### config.mk
export PLATFORM = sky130hd
export DESIGN_NAME = instruction_sequencer
export DESIGN_NICKNAME = d
export VERILOG_FILES = /design/src/rtl/instruction_sequencer.sv
export SDC_FILE = /design/constraint.sdc
export NUM_CORES = 1
export LEC_CHECK = 0
export CAP_MARGIN = 10
export CORE_UTILIZATION = 40
export DETAILED_ROUTE_END_ITERATION = 10
export DONT_BUFFER_PORTS = 1
export PLACE_DENSITY = 0.57
export SETUP_SLACK_MARGIN = 0.4
export SLEW_MARGIN = 0
export SYNTH_ARGS = -nofsm -noshare
export SYNTH_HDL_FRONTEND = slang
export SYNTH_SLANG_ARGS = --single-unit
### constraint.sdc
create_clock -name clock -period 1.9 [get_ports clock]
set_input_delay 0.475 -clock clock [delete_from_list [all_inputs] [get_ports clock]]
set_output_delay 0.475 -clock clock [all_outputs]
set_load 0.02 [all_outputs]
### src/rtl/instruction_sequencer.sv
// Fetch/decode/execute/writeback controller for the 8-bit soft CPU.
// One instruction in flight; four cycles per instruction when fetchAck is immediate.
module instruction_sequencer #(
    parameter int unsigned IP_WIDTH      = 17,
    parameter int unsigned DATA_WIDTH    = 8,
    parameter int unsigned FETCH_TIMEOUT = 255
) (
    input  logic                  clock,
    input  logic                  resetN,
    input  logic                  run,
    output logic                  fetchReq,
    input  logic                  fetchAck,
    input  logic [25:0]           instruction,
    output logic [IP_WIDTH-1:0]   instructionPointer,
    output logic [3:0]            regReadAddrA,
    input  logic [DATA_WIDTH-1:0] regReadDataA,
    output logic [3:0]            regReadAddrB,
    input  logic [DATA_WIDTH-1:0] regReadDataB,
    output logic [3:0]            aluOp,
    output logic [DATA_WIDTH-1:0] aluOpA,
    output logic [DATA_WIDTH-1:0] aluOpB,
    input  logic [DATA_WIDTH-1:0] aluResult,
    output logic                  regWriteEn,
    output logic [3:0]            regWriteAddr,
    output logic [DATA_WIDTH-1:0] regWriteData,
    output logic                  retire,
    output logic                  illegalOp,
    output logic                  halted,
    output logic                  fetchError
);
    typedef enum logic [2:0] {
        S_IDLE, S_FETCH, S_DECODE, S_EXEC, S_WRITEBACK, S_HALT
    } state_t;

    typedef enum logic [3:0] {
        OP_NOP  = 4'h0,
        OP_ADD  = 4'h1,
        OP_SUB  = 4'h2,
        OP_AND  = 4'h3,
        OP_OR   = 4'h4,
        OP_MOV  = 4'h5,
        OP_JMP  = 4'h6,
        OP_HALT = 4'hF
    } opcode_t;

    localparam int unsigned WAIT_W = (FETCH_TIMEOUT > 1) ? $clog2(FETCH_TIMEOUT) : 1;
    localparam logic [WAIT_W-1:0] WAIT_LAST =
        WAIT_W'((FETCH_TIMEOUT > 0) ? FETCH_TIMEOUT - 1 : 0);

    state_t                r_state;
    state_t                w_state_next;
    logic [IP_WIDTH-1:0]   r_ip;
    logic [IP_WIDTH-1:0]   w_ip_next;
    logic [25:0]           r_instr;
    logic [DATA_WIDTH-1:0] r_opA;
    logic [DATA_WIDTH-1:0] r_opB;
    logic [DATA_WIDTH-1:0] r_result;
    logic [WAIT_W-1:0]     r_wait;
    logic                  r_fetch_err;
    logic [3:0]            w_opcode;
    logic                  w_timeout;

    assign w_opcode = r_instr[25:22];
    // Counter holds the number of FETCH cycles already spent; an ack on the last allowed cycle wins.
    assign w_timeout = (FETCH_TIMEOUT != 0) && (r_wait == WAIT_LAST) && !fetchAck;

    assign instructionPointer = r_ip;
    assign regReadAddrA       = r_instr[16:13];
    assign regReadAddrB       = r_instr[7:4];
    assign fetchError         = r_fetch_err;

    always_comb begin
        w_state_next = r_state;
        w_ip_next    = r_ip;
        fetchReq     = 1'b0;
        aluOp        = '0;
        aluOpA       = '0;
        aluOpB       = '0;
        regWriteEn   = 1'b0;
        regWriteAddr = '0;
        regWriteData = '0;
        retire       = 1'b0;
        illegalOp    = 1'b0;
        halted       = 1'b0;
        case (r_state)
            S_IDLE: begin
                if (run) w_state_next = S_FETCH;
            end
            S_FETCH: begin
                fetchReq = 1'b1;
                if (fetchAck) w_state_next = S_DECODE;
                else if (w_timeout) w_state_next = S_HALT;
            end
            S_DECODE: begin
                w_state_next = S_EXEC;
            end
            S_EXEC: begin
                aluOp        = w_opcode;
                aluOpA       = r_opA;
                aluOpB       = r_opB;
                w_state_next = S_WRITEBACK;
            end
            S_WRITEBACK: begin
                retire       = 1'b1;
                w_ip_next    = r_ip + IP_WIDTH'(1);
                w_state_next = run ? S_FETCH : S_IDLE;
                case (w_opcode)
                    OP_ADD, OP_SUB, OP_AND, OP_OR: begin
                        regWriteEn   = 1'b1;
                        regWriteAddr = r_instr[3:0];
                        regWriteData = r_result;
                    end
                    OP_MOV: begin
                        regWriteEn   = 1'b1;
                        regWriteAddr = r_instr[3:0];
                        regWriteData = r_opA;
                    end
                    OP_NOP: ;
                    OP_JMP: begin
                        w_ip_next = r_instr[IP_WIDTH-1:0];
                    end
                    OP_HALT: begin
                        w_ip_next    = r_ip;
                        w_state_next = S_HALT;
                    end
                    default: begin
                        illegalOp = 1'b1;
                    end
                endcase
            end
            S_HALT: begin
                halted = 1'b1;
            end
            default: begin
                w_state_next = S_IDLE;
            end
        endcase
    end

    always_ff @(posedge clock or negedge resetN) begin
        if (!resetN) begin
            r_state     <= S_IDLE;
            r_ip        <= '0;
            r_instr     <= '0;
            r_opA       <= '0;
            r_opB       <= '0;
            r_result    <= '0;
            r_wait      <= '0;
            r_fetch_err <= 1'b0;
        end else begin
            r_state <= w_state_next;
            r_ip    <= w_ip_next;
            r_wait  <= ((r_state == S_FETCH) && (w_state_next == S_FETCH)) ?
                       r_wait + WAIT_W'(1) : '0;
            if (r_state == S_FETCH) begin
                if (fetchAck) r_instr <= instruction;
                else if (w_timeout) r_fetch_err <= 1'b1;
            end
            if (r_state == S_DECODE) begin
                r_opA <= r_instr[21] ? regReadDataA : DATA_WIDTH'(r_instr[20:13]);
                r_opB <= r_instr[12] ? regReadDataB : DATA_WIDTH'(r_instr[11:4]);
            end
            if (r_state == S_EXEC) r_result <= aluResult;
        end
    end

endmodule

# Yosys cells after proc, flatten, opt, wreduce, memory -nomap -nowiden

Index checks and enable logic that the tools add are counted.

Register bits after elaboration: 79
Output and inout port bits: 63
Word-level logic and storage cells: 61

$add $sub $neg: 2
Equal/unequal tests: 14
Mux-type cells: 24
Bitwise gates (word level): 2
Reduce and logical (&&, ||, !) cells: 11

Operators by type and width:

| cell                                                                  | count |
|---|---|
| 8-bit two-way mux                                                     | 6 |
| 17-bit one-hot mux with 2 select lines                                | 1 |
| 3-bit one-hot mux with 6 select lines                                 | 1 |
| 17-bit by 1-bit adder with 17-bit output, second input constant       | 1 |
| 8-bit one-hot mux with 2 select lines                                 | 1 |
| 4-bit by 3-bit equality test with 1-bit output, second input constant | 3 |
| 3-bit two-way mux                                                     | 4 |
| 4-bit two-way mux                                                     | 3 |
| 8-bit by 1-bit adder with 8-bit output, second input constant         | 1 |
| 4-bit by 2-bit equality test with 1-bit output, second input constant | 2 |
| 8-bit equality test, second input constant                            | 1 |
| 1-bit two-way mux                                                     | 8 |
| 8-bit OR reduction                                                    | 1 |
| 3-bit by 1-bit equality test with 1-bit output, second input constant | 2 |
| 3-bit by 2-bit equality test with 1-bit output, second input constant | 2 |
| 3-bit equality test, second input constant                            | 2 |
| 5-bit OR reduction                                                    | 1 |
| 4-bit by 1-bit equality test with 1-bit output, second input constant | 1 |
| 4-bit equality test, second input constant                            | 1 |
| 4-bit logical NOT                                                     | 1 |
| 2-bit AND reduction                                                   | 2 |
| 4-bit OR reduction                                                    | 1 |
| 3-bit logical NOT                                                     | 1 |
| 3-bit AND reduction                                                   | 1 |
| 3 further kinds                                                       | 5 |

# Longest topological paths before layout

Gate-level depths: netlist of run 1.

Depth in word-level cells: 8
Gate-level depth with buffers: 8
Mapped depth without buffers: 6

# Worst setup path after synthesis of run 1

OpenSTA, ideal clock, no wires.

Path type: reg2out
Start point: register r_instr[22]
End point: output port regWriteAddr[0]
Arrival: 1.500 ns
Required time: 1.425 ns
Path slack: -0.075 ns
Stages on the path, launching flop included: 6
Path through: dfrtp_1 -> buf_2 -> o21a_1 -> nor3_4 -> o21a_1 -> and2_1

Longest elaborated chain between the ends: 4

Ends and longest elaborated chain:

| item                                                                         | line | text |
|---|---|---|
| start, declared                                                              | 54   | `logic [25:0] r_instr;` |
| start signal, assigned                                                       | 156  | `if (fetchAck) r_instr <= instruction;` |
| 4-bit by 3-bit equality test with 1-bit output, or another cell as far along | 107  | `case (w_opcode)` |
| 5-bit OR reduction (no line) *                                               | --   |  |
| 4-bit two-way mux *                                                          | 107  |  |
| 4-bit two-way mux *                                                          | 85   | `case (r_state)` |
| end, declared                                                                | 24   | `output logic [3:0] regWriteAddr,` |

Mark *: on every way between the ends. The rest lies on a longest branch, timed or not.

# Worst setup path after layout of run 1

Start point: register r_instr[23]
End point: output port illegalOp

Longest elaborated chain between the ends: 4

Ends and longest elaborated chain:

| item                                              | line | text |
|---|---|---|
| 4-bit equality test, or another cell as far along | 107  |  |
| 8-bit OR reduction (no line) *                    | --   |  |
| 1-bit two-way mux *                               | 107  |  |
| 1-bit two-way mux *                               | 85   |  |
| end, declared                                     | 27   | `output logic illegalOp,` |

Marks and branches as above.

==> qor.yml, run 1 <==
outcome:
  result_of_the_run: "finished with violations"
  violations: "negative hold slack, negative setup slack"
power_and_ir_drop:
  power_leakage_nw: 2.57
  worst_ir_drop_vdd_v: 0.000667
  clock_power_share_pct: 12.2
  combinationalPowerShare_pct: 55.1
  power.internal_w: 0.00628
  switching_share_pct: 40.1
  power.share.sequential_pct: 32.7
  power_per_cell_area_nw_per_um2: 1690
  netsw_w: 0.00421
timing:
  max_clk_rate_ghz: 0.462
  setup_violations: 38
  slew-limit-headroom_pct: 55.6
  hold_viol: 79
  tightestPinTransition_ns: 0.666
  timing_max_transition_violations_final: 0
  setup_repair_after_global_routing_missed_its_margin: "true"
  post-route-period-util_pct: 114
  finalWorstSetupSlack_ns: -0.263
  timing.clock.skew_ns: 0.0165
  worst_hold_slack_ns: -0.202
  finalSetupTns_ns: -6.61
  post-route-min-period_ns: 2.16
floorplanning:
  die_w_um: 105
  io_pins: 117
  core_region_area_um2: 10300
  fp.dieH_um: 105
  starting_utilization_of_the_core_area_pct: 41.2
  die-area_um2: 11000
  core.rowCount: 37
layout:
  final_layout_size_suffix_gt1_share_pct: 58.8
  areaGrowthSynthToFinish_pct: 46.3
  num-nets-final: 517
  antenna_cells: 0
  final_util_pct: 60.2
routing:
  drt.antenna.violating_nets: 0
  drtIter0Drc: 142
  viasPerCell: 5.61
  route.detailed.drc: 0
  final_routed_wirelength_um: 12300
  wl_per_cell_um: 20.6
  num_vias: 3368
  pre_antenna_drt_iters: 5
synth:
  ys_seq_elements: 79
  synth_edf_count: 0
  mappedNetlistArea_um2: 4250
  cell_variety_after_synth: 63
  synthCells: 397
  syn_avg_cell_area_um2: 10.7
  postSynth.asyncResetShare_pct: 100
  sequential_element_share_of_the_synthesized_area_pct: 46.5
  synth_net_count: 454
  ys_warn_count: 0
  synth_ff_type: "sky130_fd_sc_hd__dfrtp_1"
worst_setup_path:
  crit_slowest_cell: "sky130_fd_sc_hd__dfrtp_2"
  timing.critical_path.cells: "buf_6, buf_4, buf_6, nand3_2, xor2_1, nor2_1, buf_4"
  crit_path_start_kind: "register"
  worstPathMaxFanout: 3
  cpPeakStageDelay_ns: 0.45
  critical-path-top-delay-family: "buffers and inverters"
  critPathBufInv: 4
  critPathKind: "register to output port"
  critical_path_arrival_ns: 1.69
  timing.critical_path.to_type: "output port"
  worst-endpoint-required_ns: 1.42
cts:
  cts.htree.levels: 3
  clock_insertion_delay_worst_skew_ns: 0.36
  numCtsBuffers: 9
  cts.reportedPaths.clkPinSlew_ns: 0.09
  tritoncts: "built"
  cts.sinks: 79
  clk_path_buf_depth: 2
  clockRootBuffer: "sky130_fd_sc_hd__clkbuf_8"
placement:
  port-buffer-count: 0
  globalplace.congestion: 0.806
  half_perimeter_wire_length_after_placement_um: 7320
  pre_cts_ws_ns: 0.0722
run:
  drv.max_cap_violation_count: 0
global_routing:
  wire_length_of_the_first_global_routing_pass_um: 18800
  grtUsageTotal_pct: 22.3
  grt_remaining_overflow: 0
  number_of_antenna_violations_at_the_first_check_in_global_routing: 0
  grt_pass1_vias: 3414
  grt_max_degree: 80
min_path:
  timing.hold.worst.class: "input port to asynchronous set/reset pin"
-- flip-flops by register name, summed over array words and instances, names as in the netlist --
name / count
fetchError: 1
r_state: 3
r_instr: 26
r_wait: 8
r_opA: 8
r_opB: 8
instructionPointer: 17
r_result: 8
-- power groups by stage --
stage | Sequential [W] | Combinational, W | Clock (W)
2_1_floorplan | 0.00291 | 0.00320 | 0
3_3_place_gp | 0.00330 | 0.00350 | 0
3_5_place_dp | 0.00333 | 0.00356 | 0
4_1_cts | 0.00335 | 0.00507 | 0.00130
5_1_grt | 0.00353 | 0.00614 | 0.00138
6_report | 0.00343 | 0.00578 | 0.00128
-- routing by layer --
layer / part of all wire [%] / track usage [%] / vias up / routed length, um
met2: 49 / 36.5 / 118 / 6100
met4: 1.8 / 8.55 / 0 / 225
li1: - / - / 1555 / -
met3: 5.9 / 5.49 / 18 / 732
met5: 0 / 0 / - / 0
met1: 43 / 28.3 / 1677 / 5280
-- repair_timing --
item	in CTS	in global routing
pin swaps	33	40
buffers inserted	27	16
gates resized for setup	113	74
cloned	10	0
setup endpoints to repair	103	117
endpoints found under the hold margin	79	79
-- through the flow --
step	hold WS, ns	instances	area (um2)	total power [W]
6_report	-0.202	600	6220	0.0105
5_1_grt	-0.227	600	6220	0.0110
4_1_cts	-0.214	584	5790	0.00973
3_5_place_dp	0.181	532	4730	0.00689
3_3_place_gp	0.182	532	4730	0.00680
2_1_floorplan	0.179	397	4510	0.00611
-- kinds of logic (layout without fill, tap and decap cells) --
| logic type | Yosys count | in the layout | synth area share [%] |
|---|---|---|---|
| and+or+nand+nor | 141 | 142 | 19.8 |
| DFF | 79 | 79 | 46.5 |
| AOI/OAI and AO/OA | 78 | 78 | 12.2 |
| muxes | 51 | 51 | 13.0 |
| buffers and inverters | 38 | 104 | 6.06 |
| xor gates and xnor gates | 7 | 7 | 1.44 |
| adders and majority gates | 3 | 3 | 0.883 |
-- layout by cell type, fill, tap and decap left out, types with 13 or more instances in the layout --
cell type                 count
sky130_fd_sc_hd__a21oi_2     19
sky130_fd_sc_hd__buf_6       29
sky130_fd_sc_hd__buf_4       29
sky130_fd_sc_hd__dfrtp_2     13
sky130_fd_sc_hd__and2_4      27
sky130_fd_sc_hd__mux2_4      34
sky130_fd_sc_hd__dfrtp_1     66
sky130_fd_sc_hd__nor2_4      28
sky130_fd_sc_hd__mux2i_1     17
sky130_fd_sc_hd__nor2_1      14
-- path summary, 6_finish.rpt --
path                           startpoint                     to  slack, ns  depth (start not counted)
max reg2reg                   r_instr[23]  instructionPointer[7]      -0.08                          9
min                                resetN            r_result[4]      -0.20                          0
min in group clock         instruction[8]             r_instr[8]       0.25                          1
max in group asynchronous          resetN  instructionPointer[2]       1.94                          0
max                           r_instr[23]              illegalOp      -0.26                          7
min reg2reg                   r_instr[17]            r_instr[17]       0.52                          1
-- area by class of cell --
class / count / area, um2
fillers: 834 / 4110
multi-input cells: 281 / 2730
flip-flops and latches: 79 / 1990
repair buffers: 85 / 1100
well taps: 136 / 170
clock buffers: 10 / 138
clock inverters: 5 / 58.8
inverters: 3 / 23.8
repair inverters: 1 / 6.26
-- Yosys cell counts (9+ instances only) --
library cell               n  area [um2]
sky130_fd_sc_hd__and2_1   26         163
sky130_fd_sc_hd__a21oi_1  28         140
sky130_fd_sc_hd__o21ai_0   9        45.0
sky130_fd_sc_hd__nor2_1   45         169
sky130_fd_sc_hd__nand3_1  13        65.1
sky130_fd_sc_hd__buf_4    10        75.1
sky130_fd_sc_hd__mux2_1   19         214
sky130_fd_sc_hd__mux2_2   15         169
sky130_fd_sc_hd__mux2i_1  17         170
sky130_fd_sc_hd__dfrtp_1  79        1980
sky130_fd_sc_hd__buf_2    10        50.1
sky130_fd_sc_hd__nand2_1   9        33.8
Power figures use the tool's default switching activity.
==> run 2, diff against run 1 <==
Settings changed: CORE_MARGIN from default to 5.
==> run 2 against run 1 <==
Effect of this change:
- clock power is 3% higher
- critical path type unchanged
- count of clock-buffer cells in the layout is 3 higher
- largest power group unchanged
- the run still ends with negative hold slack, negative setup slack left
- sequential power is 2% lower
==> qor.yml, run 2 (synthesis results as in run 1) <==
timing:
  worst_hold_slack_ns: -0.191  # +0.0108 ns
  max_clk_rate_ghz: 0.453  # -2.0%
  hold_viol: 79  # unchanged
  timing_max_transition_violations_final: 0  # unchanged
  setup_violations: 44  # +16%
  post-route-min-period_ns: 2.21  # +0.0439 ns
  timing.clock.skew_ns: 0.0102  # -0.00639 ns
  setup_repair_after_global_routing_missed_its_margin: "true"
  post-route-period-util_pct: 116  # +2.3 points
  finalWorstSetupSlack_ns: -0.307  # -0.0439 ns
  slew-limit-headroom_pct: 58.4  # +2.8 points
  tightestPinTransition_ns: 0.623  # -0.0422 ns
worst_setup_path:
  cpPeakStageDelay_ns: 0.44  # about the same
  crit_path_start_kind: "register"
  critical-path-top-delay-family: "simple AND/OR/NAND/NOR gates"
  critical_path_arrival_ns: 1.73  # +0.04 ns
  critPathKind: "register to output port"
  timing.critical_path.to_type: "output port"
  worstPathMaxFanout: 5  # +2
  worst-endpoint-required_ns: 1.42  # about the same
  timing.critical_path.cells: "nor4bb_4, buf_6, o21a_4, and2_4"
  crit_slowest_cell: "sky130_fd_sc_hd__dfrtp_2"
  critPathBufInv: 1  # -3
cts:
  tritoncts: "built"
  cts.htree.levels: 3  # unchanged
  cts.sinks: 79  # unchanged
  clk_path_buf_depth: 2  # unchanged
  clock_insertion_delay_worst_skew_ns: 0.35  # about the same
  cts.reportedPaths.clkPinSlew_ns: 0.08  # about the same
  numCtsBuffers: 9  # unchanged
  clockRootBuffer: "sky130_fd_sc_hd__clkbuf_8"
floorplanning:
  core.rowCount: 37  # unchanged
  die-area_um2: 12800  # +16%
  io_pins: 117  # unchanged
  fp.dieH_um: 113  # +7.6%
  die_w_um: 113  # +7.6%
  core_region_area_um2: 10300  # unchanged
  starting_utilization_of_the_core_area_pct: 41.2  # unchanged
global_routing:
  grt_pass1_vias: 3364  # -1.5%
  number_of_antenna_violations_at_the_first_check_in_global_routing: 0  # unchanged
  grtUsageTotal_pct: 19.3  # -2.9 points
  wire_length_of_the_first_global_routing_pass_um: 19300  # +3.1%
  grt_remaining_overflow: 0  # unchanged
  grt_max_degree: 80  # unchanged
routing:
  pre_antenna_drt_iters: 4  # -1
  final_routed_wirelength_um: 12900  # +4.3%
  drtIter0Drc: 165  # +16%
  num_vias: 3378  # +0.30%
  viasPerCell: 5.65  # +0.63%
  route.detailed.drc: 0  # unchanged
  wl_per_cell_um: 21.5  # +4.7%
  drt.antenna.violating_nets: 0  # unchanged
layout:
  final_layout_size_suffix_gt1_share_pct: 58.0  # -0.83 points
  mostFrequentLayoutCell: "sky130_fd_sc_hd__dfrtp_1"
  register_area_um2: 1990  # unchanged
  layout.filler_cells: 818  # -1.9%
  layout.cells.most_common_list: "sky130_fd_sc_hd__dfrtp_1, sky130_fd_sc_hd__buf_6, sky130_fd_sc_hd__and2_4, sky130_fd_sc_hd__buf_4, sky130_fd_sc_hd__mux2_4"
  largest_register: "r_instr"
  largest_register_ff_count: 26  # unchanged
  multi_input_area_um2: 2680  # -1.8%
  num-nets-final: 514  # -0.58%
  areaGrowthSynthToFinish_pct: 44.0
  antenna_cells: 0  # unchanged
placement:
  half_perimeter_wire_length_after_placement_um: 7990  # +9.1%
  port-buffer-count: 0  # unchanged
  globalplace.congestion: 0.810  # +0.46%
run:
  drv.max_cap_violation_count: 0  # unchanged
power_and_ir_drop:
  power_leakage_nw: 2.57  # about the same
  total_power_w: 0.0101  # -3.6%
  worst_ir_drop_vdd_v: 0.000653  # -2.1%
  power_per_cell_area_nw_per_um2: 1650  # -2.1%
outcome:
  violations: "negative hold slack, negative setup slack"
  result_of_the_run: "finished with violations"
min_path:
  timing.hold.worst.class: "input port to asynchronous set/reset pin"
run 2: changes by cell type in the layout (fill, tap and decap cells not counted), sizes merged:
cell	change
buf	-5
clkbuf	+5
clkinvlp	-2
run 2: worst reg2reg max path, stage by stage, from the launching register on:
cell and delay, ns:
sky130_fd_sc_hd__dfrtp_2 0.43, sky130_fd_sc_hd__buf_12 0.13, sky130_fd_sc_hd__buf_6 0.10, sky130_fd_sc_hd__buf_6 0.11, sky130_fd_sc_hd__nor3b_4 0.22, sky130_fd_sc_hd__and2_4 0.21, sky130_fd_sc_hd__buf_6 0.10, sky130_fd_sc_hd__buf_12 0.10
sky130_fd_sc_hd__buf_16 0.14, sky130_fd_sc_hd__mux2_4 0.30
run 2: timing repair:
item | in CTS | in global routing
gates cloned | 10 | 4
endpoints found under the setup margin | 88 | 102
buffers inserted | 21 | 17
hold endpoints to repair | 79 | 79
pin swaps | 28 | 54
gates resized for setup | 79 | 99
run 2: cell type report:
cell class,instances,area share [%]
Clock buffer,13,2.76
Clock inverter,3,0.654
Inverter,3,0.388
Multi-Input combinational cell,281,43.8
Sequential cell,79,32.6
Tap cell,136,2.78
Timing Repair Buffer,82,17.0
Timing Repair inverter,1,0.102
run 2: stage by stage:
step	TNS (ns)	worst slack, ns	util [%]	area, um2	cells
floorplan	0	0.0780	-	4510	397
global placement	0	0.127	45.5	4700	530
detailed placement	0	0.0600	45.5	4700	530
CTS	-5.72	-0.330	53.4	5510	577
global route	-9.30	-0.384	59.3	6120	598
finish	-6.36	-0.307	59.3	6120	598
run 2: power by group:
group / switching [W] / internal [W]
clock: 0.000611 / 0.000712
combinational: 0.00244 / 0.00300
sequential: 0.000979 / 0.00237
total: 0.00403 / 0.00608
run 2: metal layers:
layer  vias to the layer above  track usage [%]  wire length, um
met5                         -                0                0
met4                         0             5.85              165
met3                        14             6.15              945
met2                       121             31.0             6220
met1                      1694             25.1             5550
li1                       1549                -                -
run 2: path summary, 6_finish.rpt:
kind,from,to,slack [ns],depth (start not counted)
max in group asynchronous,resetN,r_state[2],1.91,0
setup reg to reg,r_state[1],r_instr[13],-0.05,9
setup / recovery,r_instr[23],regWriteAddr[1],-0.31,4
hold / removal,resetN,r_result[5],-0.19,0
hold reg to reg,r_instr[20],r_instr[20],0.52,1
min in group clock,instruction[15],r_instr[15],0.26,1
==> run 3, diff against run 2 <==
Settings changed: GPL_TIMING_DRIVEN from default to 0, SKIP_CTS_REPAIR_TIMING from default to 1.
==> run 3 against run 2 <==
Effect of this change:
- the run still ends with negative hold slack, negative setup slack left
- first-iteration DRC count grew 7.3%
- die area unchanged
- count of clock-buffer cells in the layout unchanged
- critical path depth increased by 2
- combinational power is 7.9% lower
- clock power decreased by 15%
- sequential cell count is the same
- sequential power decreased by 5%
- non-clock buffer count fell by 9
- global-route usage down 1.5 points
- via count decreased by 3.6%
- worst hold slack gained 0.012 ns
- critical endpoint is now regWriteAddr[0]
- largest cell class unchanged
- highest routed layer unchanged
==> qor.yml, run 3 (synthesis results as in run 1) <==
routing:
  wl_per_cell_um: 20.4  # -5.4%
  drt.antenna.violating_nets: 0  # unchanged
  final_routed_wirelength_um: 11900  # -7.3%
  viasPerCell: 5.56  # -1.6%
  num_vias: 3258  # -3.6%
  drtIter0Drc: 177  # +7.3%
  pre_antenna_drt_iters: 4  # unchanged
  route.detailed.drc: 0  # unchanged
floorplanning:
  die_w_um: 113  # unchanged
  die-area_um2: 12800  # unchanged
  core.rowCount: 37  # unchanged
  fp.dieH_um: 113  # unchanged
  starting_utilization_of_the_core_area_pct: 41.2  # unchanged
  core_region_area_um2: 10300  # unchanged
  io_pins: 117  # unchanged
layout:
  layout.filler_cells: 913  # +12%
  mostFrequentLayoutCell: "sky130_fd_sc_hd__dfrtp_1"
  antenna_cells: 0  # unchanged
  num-nets-final: 504  # -1.9%
  largest_register_ff_count: 26  # unchanged
  largest_register: "r_instr"
  layout.cells.most_common_list: "sky130_fd_sc_hd__dfrtp_1, sky130_fd_sc_hd__buf_4, sky130_fd_sc_hd__mux2_4, sky130_fd_sc_hd__and2_4, sky130_fd_sc_hd__buf_6"
  areaGrowthSynthToFinish_pct: 33.6
  fin_area_um2: 5680  # -7.3%
  final_layout_size_suffix_gt1_share_pct: 49.8  # -8.2 points
timing:
  max_clk_rate_ghz: 0.436  # -3.8%
  finalSetupTns_ns: -5.61  # +0.757 ns
  tightestPinTransition_ns: 0.662  # +0.0382 ns
  setup_violations: 54  # +23%
  post-route-min-period_ns: 2.30  # +0.0881 ns
  post-route-period-util_pct: 121  # +4.6 points
  slew-limit-headroom_pct: 55.9  # -2.5 points
  worst_hold_slack_ns: -0.179  # +0.0121 ns
  finalWorstSetupSlack_ns: -0.395  # -0.0881 ns
  setup_repair_after_global_routing_missed_its_margin: "true"
  timing_max_transition_violations_final: 0  # unchanged
  hold_viol: 79  # unchanged
  timing.clock.skew_ns: 0.0103  # +0.000163 ns
run:
  drv.max_cap_violation_count: 0  # unchanged
worst_setup_path:
  worst-endpoint-required_ns: 1.42  # about the same
  crit_path_start_kind: "register"
  timing.critical_path.to_type: "output port"
  critical_path_arrival_ns: 1.82  # +0.09 ns
  critPathKind: "register to output port"
  worstPathMaxFanout: 8  # +3
power_and_ir_drop:
  power_per_cell_area_nw_per_um2: 1640  # -0.69%
  power_leakage_nw: 2.36  # -8.1%
  clock_power_share_pct: 12.0  # -1.1 points
  combinationalPowerShare_pct: 53.8  # about the same
  power.share.sequential_pct: 34.2  # +1.0 points
  worst_ir_drop_vdd_v: 0.000785  # +20%
  netsw_w: 0.00376  # -6.7%
  switching_share_pct: 40.4  # +0.52 points
  power.internal_w: 0.00555  # -8.7%
placement:
  half_perimeter_wire_length_after_placement_um: 8160  # +2.2%
  placedInstanceArea_um2: 4680  # -0.35%
  port-buffer-count: 0  # unchanged
  globalplace.congestion: 0.800  # -1.3%
global_routing:
  wire_length_of_the_first_global_routing_pass_um: 17800  # -8.1%
  grt_pass1_vias: 3099  # -7.9%
  number_of_antenna_violations_at_the_first_check_in_global_routing: 0  # unchanged
  grt_remaining_overflow: 0  # unchanged
  grt_max_degree: 80  # unchanged
  grtUsageTotal_pct: 17.8  # -1.5 points
cts:
  cts.reportedPaths.clkPinSlew_ns: 0.07  # about the same
  cts.sinks: 79  # unchanged
  clockRootBuffer: "sky130_fd_sc_hd__clkbuf_8"
  clock_insertion_delay_worst_skew_ns: 0.35  # about the same
  tritoncts: "built"
  cts.htree.levels: 3  # unchanged
  clk_path_buf_depth: 2  # unchanged
  numCtsBuffers: 9  # unchanged
min_path:
  timing.hold.worst.class: "input port to asynchronous set/reset pin"
outcome:
  result_of_the_run: "finished with violations"
  violations: "negative hold slack, negative setup slack"
-- run 3: cell types whose count changed in the layout (fill, tap and decap cells not counted), sizes merged --
cell	before	now
and2	28	27
clkinv	3	2
clkbuf	16	19
bufinv	1	0
buf	79	67
-- run 3: cell type report --
| cell class | count | area, um2 | share of cell area [%] |
|---|---|---|---|
| Timing Repair inverter | 1 | 8.76 | 0.154 |
| Buffer | 35 | 387 | 6.81 |
| Clock inverter | 1 | 5.00 | 0.0882 |
| Tap cell | 136 | 170 | 3.00 |
| Clock buffer | 13 | 159 | 2.80 |
| Sequential cell | 79 | 1990 | 35.1 |
| Inverter | 3 | 26.3 | 0.463 |
| Multi-Input combinational cell | 280 | 2510 | 44.3 |
| Timing Repair Buffer | 38 | 413 | 7.27 |
-- run 3: path summary, 6_finish.rpt --
check / cells past startpoint / endpoint / slack [ns] / start
worst min register to register: 1 / r_result[3] / 0.51 / r_result[3]
worst min-delay path: 0 / r_result[5] / -0.18 / resetN
max in group asynchronous: 0 / instructionPointer[7] / 1.95 / resetN
min in group clock: 1 / r_instr[16] / 0.27 / instruction[16]
worst max register to register: 7 / r_instr[7] / -0.04 / r_state[1]
worst max-delay path: 6 / regWriteAddr[0] / -0.40 / r_instr[23]
-- run 3: metrics by stage --
| step | power, W | worst slack, ns | utilization [%] | cells |
|---|---|---|---|---|
| 2_1_floorplan | 0.00611 | 0.0780 | - | 397 |
| 3_3_place_gp | 0.00681 | -0.123 | 45.4 | 533 |
| 3_5_place_dp | 0.00689 | -0.133 | 45.4 | 533 |
| 4_1_cts | 0.00802 | -0.521 | 46.9 | 547 |
| 5_1_grt | 0.00986 | -0.500 | 55.0 | 586 |
| 6_report | 0.00931 | -0.395 | 55.0 | 586 |
-- run 3: routing by layer --
metal  routed length, um  share of wire, %  GRT usage (%)  up-vias
met1                5470                46           25.0     1596
met4                 141               1.2           5.77        0
met2                5440                46           26.6      124
met5                   0                 0              0        -
li1                    -                 -              -     1524
met3                 885               7.4           4.97       14
-- run 3: power by group through the flow --
stage	registers [W]	logic (W)	clock network (W)
finish	0.00318	0.00501	0.00112
global placement	0.00312	0.00369	0
global route	0.00328	0.00536	0.00122
floorplan	0.00291	0.00320	0
detailed placement	0.00314	0.00375	0
CTS	0.00311	0.00376	0.00115
-- run 3: worst max-delay path, cell delays in order (launching register included) --
cell                      delay [ns]
sky130_fd_sc_hd__dfrtp_1        0.38
sky130_fd_sc_hd__buf_6          0.14
sky130_fd_sc_hd__o21a_1         0.21
sky130_fd_sc_hd__nor3_4         0.22
sky130_fd_sc_hd__buf_4          0.14
sky130_fd_sc_hd__o21a_4         0.20
sky130_fd_sc_hd__and2_4         0.20
